[src/rtl/regfile_pkg.sv]
// Shared types and default sizes for the register-file write path.
package regfile_pkg;

  localparam int unsigned DATA_WIDTH = 64;
  localparam int unsigned ADDR_WIDTH = 5;
  localparam int unsigned NUM_REGS   = 2 ** ADDR_WIDTH;

  typedef enum logic {
    REQ_ALU  = 1'b0,
    REQ_LOAD = 1'b1
  } req_id_e;

  typedef struct packed {
    logic [ADDR_WIDTH-1:0] addr;
    logic [DATA_WIDTH-1:0] data;
  } wr_req_t;

endpackage

[src/rtl/rr_arbiter_2.sv]
// Two-way round-robin grant; the pointer names the winner when both requesters are valid.
module rr_arbiter_2
  import regfile_pkg::*;
(
  input  logic i_clk,
  input  logic i_rst_n,
  input  logic stall,
  input  logic valid_0,
  input  logic valid_1,
  output logic ready_0,
  output logic ready_1,
  output logic contend
);

  req_id_e ptr_q, ptr_d;

  // A grant implies valid, so ready alone marks the handshake.
  always_comb begin
    ready_0 = i_rst_n & ~stall & valid_0 & (~valid_1 | (ptr_q == REQ_ALU));
    ready_1 = i_rst_n & ~stall & valid_1 & (~valid_0 | (ptr_q == REQ_LOAD));
    contend = i_rst_n & ~stall & valid_0 & valid_1;
    ptr_d   = ptr_q;
    if (ready_0) begin
      ptr_d = REQ_LOAD;
    end else if (ready_1) begin
      ptr_d = REQ_ALU;
    end
  end

  always_ff @(posedge i_clk or negedge i_rst_n) begin
    if (!i_rst_n) begin
      ptr_q <= REQ_ALU;
    end else begin
      ptr_q <= ptr_d;
    end
  end

endmodule

[src/rtl/reg_write_arbiter.sv]
// Arbitrates ALU and load writebacks onto one register-file write port with a one-cycle stage.
module reg_write_arbiter #(
  parameter int unsigned DATA_WIDTH = regfile_pkg::DATA_WIDTH,
  parameter int unsigned ADDR_WIDTH = regfile_pkg::ADDR_WIDTH,
  parameter int unsigned NUM_REGS   = regfile_pkg::NUM_REGS
) (
  input  logic                  i_clk,
  input  logic                  i_rst_n,
  input  logic                  i_stall,
  input  logic                  i_valid_0,
  input  logic [ADDR_WIDTH-1:0] i_addr_0,
  input  logic [DATA_WIDTH-1:0] i_data_0,
  input  logic                  i_valid_1,
  input  logic [ADDR_WIDTH-1:0] i_addr_1,
  input  logic [DATA_WIDTH-1:0] i_data_1,
  output logic                  o_ready_0,
  output logic                  o_ready_1,
  output logic                  o_reg_write,
  output logic [ADDR_WIDTH-1:0] o_write_reg,
  output logic [DATA_WIDTH-1:0] o_write_data,
  output logic [NUM_REGS-1:0]   o_busy_mask,
  output logic [15:0]           o_conflict_cnt
);

  logic                  gnt_0, gnt_1, contend, hs;
  logic [ADDR_WIDTH-1:0] sel_addr;
  logic [DATA_WIDTH-1:0] sel_data;
  logic                  wr_q, wr_d;
  logic [ADDR_WIDTH-1:0] addr_q;
  logic [DATA_WIDTH-1:0] data_q;
  logic [15:0]           cnt_q;

  rr_arbiter_2 u_arb (
    .i_clk   (i_clk),
    .i_rst_n (i_rst_n),
    .stall   (i_stall),
    .valid_0 (i_valid_0),
    .valid_1 (i_valid_1),
    .ready_0 (gnt_0),
    .ready_1 (gnt_1),
    .contend (contend)
  );

  // Writes to register 0 still take the slot but never raise the write enable.
  always_comb begin
    hs       = gnt_0 | gnt_1;
    sel_addr = gnt_1 ? i_addr_1 : i_addr_0;
    sel_data = gnt_1 ? i_data_1 : i_data_0;
    wr_d     = hs & (sel_addr != '0);
  end

  always_ff @(posedge i_clk or negedge i_rst_n) begin
    if (!i_rst_n) begin
      wr_q   <= 1'b0;
      addr_q <= '0;
      data_q <= '0;
      cnt_q  <= '0;
    end else begin
      wr_q <= wr_d;
      if (hs) begin
        addr_q <= sel_addr;
        data_q <= sel_data;
      end
      if (contend && (cnt_q != 16'hFFFF)) begin
        cnt_q <= cnt_q + 16'd1;
      end
    end
  end

  always_comb begin
    o_busy_mask = '0;
    if (wr_q) begin
      o_busy_mask[addr_q] = 1'b1;
    end
  end

  assign o_ready_0      = gnt_0;
  assign o_ready_1      = gnt_1;
  assign o_reg_write    = wr_q;
  assign o_write_reg    = addr_q;
  assign o_write_data   = data_q;
  assign o_conflict_cnt = cnt_q;

endmodule
[config.mk]
export PLATFORM = sky130hd
export DESIGN_NAME = reg_write_arbiter
export DESIGN_NICKNAME = d
export VERILOG_FILES = /design/src/rtl/regfile_pkg.sv /design/src/rtl/rr_arbiter_2.sv /design/src/rtl/reg_write_arbiter.sv
export SDC_FILE = /design/constraint.sdc
export NUM_CORES = 1
export LEC_CHECK = 0
export ABC_CLOCK_PERIOD_IN_PS = 2500
export CORE_MARGIN = 3
export CORE_UTILIZATION = 42
export CTS_BUF_LIST = sky130_fd_sc_hd__clkbuf_2 sky130_fd_sc_hd__clkbuf_4 sky130_fd_sc_hd__clkbuf_8
export DETAILED_ROUTE_END_ITERATION = 6
export GPL_ROUTABILITY_DRIVEN = 0
export GPL_TIMING_DRIVEN = 0
export MAX_ROUTING_LAYER = met4
export PLACE_DENSITY = 0.89
export SLEW_MARGIN = 15
export SYNTH_ARGS = -nofsm -noshare
export SYNTH_HDL_FRONTEND = slang
export SYNTH_SLANG_ARGS = --single-unit
[constraint.sdc]
create_clock -name i_clk -period 2.5 [get_ports i_clk]
set_input_delay 0.625 -clock i_clk [delete_from_list [all_inputs] [get_ports i_clk]]
set_output_delay 0.625 -clock i_clk [all_outputs]
set_load 0.05 [all_outputs]
# Word-level counts from Yosys, hierarchy flattened
# Index checks and enable logic that the tools add are counted.
classes:
  add_sub_neg: 1
  n_reduce_logical: 4
  div: 0
  mux: 7
  shift: 0
  eq_ne: 1
  mul: 0
  bitwise_logic: 14
  magnitude_cmp: 2
op_table:
  columns: ["op", "n"]
  rows:
  - ["two-way mux 64 bit", 1]
  - ["two-way mux 32 bit", 1]
  - ["adder 16 x 1 -> 16 bit, second input constant", 1]
  - ["inequality test 16 bit, second input constant", 1]
  - ["bitwise AND 1 bit", 7]
  - ["less-than comparator 5 x 6 -> 1 bit, second input constant", 1]
  - ["demux 1 bit (select 5 bit)", 1]
  - [">= comparator 5 x 1 -> 1 bit, second input constant", 1]
  - ["two-way mux 5 bit", 1]
  - ["nonzero test 5 bit", 1]
  - ["NOT 1 bit", 4]
  - ["two-way mux 1 bit", 3]
  - ["bitwise OR 1 bit", 3]
  - ["logical AND 1 bit", 2]
  - ["nonzero test 2 bit", 1]
totals:
  latch_bits: 0
  n_memories: 0
  elab_cells: 34
  in_bits: 143
  ff_bits: 87
  mem_bits_rw: 0
  rom_bits: 0

# Depth between registers and ports, before layout
logic_depth:
  word_depth: 7
  ltp_mapped: 7
  ltp_nobuf: 5

# Cells and area by module
# From an unflattened synthesis, not the netlist that was laid out.
hier_totals:
  hier_cells: 437
  area_unflattened_um2: 4296.6
modules_own_cells:
  columns: ["mod", "n_inst", "cells_per_inst", "area_each_um2"]
  rows:
  - ["reg_write_arbiter", 1, 427, 4220.3]
  - ["rr_arbiter_2", 1, 10, 76.3]

# Worst setup path before layout
# No wires, ideal clock.
synth_path:
  path_kind: "register -> output"
  from: "register wr_q (netlist: o_reg_write)"
  to: "output o_busy_mask[0]"
  path_slack_ns: -0.103
  arrival_time_ns: 1.978
  required_time_ns: 1.875
  stages_incl_launch_ff: 4
  cell_sequence: "dfrtp_1 > or3b_2 > clkbuf_1 > nor2_1"
synth_between:
  elab_chain_cells: 1
synth_rtl:
  columns: ["item", "line_no", "source"]
  rows:
  - ["from (decl)", "reg_write_arbiter.sv:28", "logic wr_q, wr_d;"]
  - ["from (signal assigned)", "reg_write_arbiter.sv:59", "wr_q <= wr_d;"]
  - ["two-way mux 32 bit", "reg_write_arbiter.sv:72", "if (wr_q) begin"]
  - ["to (decl)", "reg_write_arbiter.sv:21", "output logic [NUM_REGS-1:0] o_busy_mask,"]
# No other way between the ends.

# Worst setup path in the final report
layout_path:
  from: "input i_valid_0"
  to: "output o_ready_1"
layout_between:
  elab_chain_cells: 3
layout_rtl:
  columns: ["item", "line_no", "source"]
  rows:
  - ["from (decl)", "reg_write_arbiter.sv:10", "input logic i_valid_0,"]
  - ["NOT 1 bit", "rr_arbiter_2.sv:20", "ready_1 = i_rst_n & ~stall & valid_1 & (~valid_0 | (ptr_q == REQ_LOAD));"]
  - ["bitwise OR 1 bit", "rr_arbiter_2.sv:20", null]
  - ["bitwise AND 1 bit", "rr_arbiter_2.sv:20", null]
  - ["to (decl)", "reg_write_arbiter.sv:17", "output logic o_ready_1,"]
# No other way between the ends.

==> flow_metrics.tcl <==
set metrics [dict create \
    rows 36 \
    clock-root-buffer "clkbuf_8" \
    cts_tree "done" \
    io_pins 263 \
    synth_top_area_frac 0.498 \
    place_inst 833 \
    ff2ff_path_depth 6 \
    cts_setup_buffers 0 \
    antenna_found_initial 0 \
    yosysMostFrequentCell "nor2_1" \
    dieArea_um2 11700 \
    routed_wl_um 15300 \
    netlist_instances 437 \
    crit_path_max_fanout 10 \
    core_area_um2 9950 \
    synth_area_leader_cell "dfrtp_1" \
    ys_warn_count 0 \
    cts_hold_buf 0 \
    synth.area.top_cells "dfrtp_1 (50%), mux2i_1 (16%), nor2_1 (9.0%)" \
    status "finished, final reports clean" \
    synth_edf_count 0 \
    critPathMostFrequentCell "buf_6" \
    start_kind "primary input" \
    cp.required_ps 1880 \
    final_cells 848 \
    async_reset_ff_frac 1.00 \
    ys_seq_area_frac 0.498 \
    portBuffers 262 \
    max-slew-margin-rel 0.622 \
    worst_slew_pin_slew_ps 565 \
    grt_overflow 0 \
    hold_path.class "primary input to async pin" \
    fp.dieH_um 108 \
    grt_use_total 0.261 \
    path_class "primary input to output port" \
    peakVddDrop_mv 0.411 \
    setup_viol 0 \
    synth_ff_type "dfrtp_1" \
    synth.distinct_cells 39 \
    fillCellCount 726 \
    fmax_mhz 407 \
    cts_buffers 9 \
    slowest_stage "clkdlybuf4s50_1" \
    drc_errors 0 \
    drive_gt1_frac 0.124 \
    ys_ff_latch 87 \
    grt_pass1_wl_um 22900 \
    timing.final.crit_share 0.982 \
    rr_endpoint "o_conflict_cnt[15]$_DFFE_PN0P_" \
    crit_chain "clkdlybuf4s50_1 > a21oi_2 > buf_6 > buf_12 > buf_6" \
    clock_skew_ps 10.7 \
    end_kind "output port" \
    clockBufferDepth 2 \
    cp_slowest_stage_delay_ps 490 \
    antenna_left 0 \
    timing.final.crit_period_ps 2450 \
    grt_pass1_vias 4508 \
    grt_max_degree 34 \
    rsz0062_at_grt "false" \
    rrSetupSlack_ps 660 \
    synth.avg_cell_area_um2 10.0 \
    drt_iter0_markers 201 \
    total_power_mw 5.04 \
    drv_slew 0 \
    dp_hpwl_um 11800 \
    largest_reg_flops 64 \
    path_clk_slew_ps 90 \
    area_growth_pct 69.3 \
    cts.sinks 87 \
    wire_per_inst_um 18.0 \
    h-tree-depth 3 \
    diodes 0 \
    first_pass_iters 6 \
    clk_latency_ps 350 \
    chipWidth_um 108 \
    crit_arrival_ps 1830 \
    syn_nets 581 \
    synth_area_um2 4370 \
    p_leak_nw 3.05 \
    dr_total_vias 4346 \
    initial_utilization 0.439 \
    vias_per_cell 5.13 \
    nets 854 \
    reg2reg_from "o_conflict_cnt[0]$_DFFE_PN0P_" \
    maxCapViolations 0 \
    synth_common_cells "nor2_1 (105), dfrtp_1 (87), a21oi_1 (70)" \
    p_per_area_nw_per_um2 681 \
    hold_violations 0 \
]
[routing by layer]
metal,track usage,routed length [um]
met5,-,0
met4,0.0875,360
met3,0.0621,1160
met2,0.457,7910
met1,0.293,5830
[cell usage in the layout (no fill, tap or decap), types with 7 or more instances in the layout]
cell	count
a21oi_1	69
buf_2	19
buf_4	7
buf_6	10
clkbuf_2	12
clkbuf_8	13
clkdlybuf4s50_1	225
dfrtp_1	87
mux2i_1	69
nand2_1	10
nor2_1	103
nor3_1	7
xor2_1	14
[final cells by class]
class	count	area, um^2	area share
buffer	27	200	0.0271
clock buffer	14	186	0.0252
clock inverter	2	60.1	0.00812
inverter	1	3.75	0.000508
multi-input combinational	319	2000	0.271
sequential	87	2180	0.294
tap	133	166	0.0225
timing repair buffer	265	2600	0.352
[worst max path at each step]
stage | from | end | slack, ps | cells past startpoint
global route | o_write_reg[2]$_DFFE_PN0P_ | o_busy_mask[10] | 2 | 4
floorplan | o_reg_write$_DFF_PN0_ | o_busy_mask[0] | -100 | 3
CTS | o_write_reg[2]$_DFFE_PN0P_ | o_busy_mask[31] | 0.6 | 4
global placement | i_rst_n | o_ready_1 | -3790 | 6
finish | i_valid_0 | o_ready_1 | 50 | 5
detailed placement | i_rst_n | o_ready_1 | -1080 | 7
[kinds of logic after synthesis]
kind of cell    synth area share
xor+xnor                  0.0301
buf+inv                   0.0464
simple gates               0.173
fa+ha+maj                0.00286
flops                      0.498
mux                        0.162
compound gates            0.0879
[timing repair]
item,4_1_cts,5_1_grt
gates cloned,1,1
gates resized for setup,138,29
setup endpoints to repair,34,28
[through the flow]
step	setup slack [ps]	util	instance area (um^2)	hold slack, ps	TNS [ps]
finish	45.0	0.743	7400	93.1	0
global route	1.87	0.743	7400	86.9	0
CTS	0.596	0.745	7410	92.6	0
detailed placement	-1080	0.722	7190	493	-15670
global placement	-3790	0.720	7160	493	-474040
floorplan	-103	-	4370	329	-1190
[worst max-delay path: cells and delay by family]
kind	cells	cell delay, ps
buf+inv	4	1020
compound gates	1	170
[power by group]
group / switching [mW] / internal [mW]
logic: 1.28 / 0.784
registers: 0.169 / 1.63
clock network: 0.495 / 0.685
No activity file was read; power rests on OpenSTA's default activity.
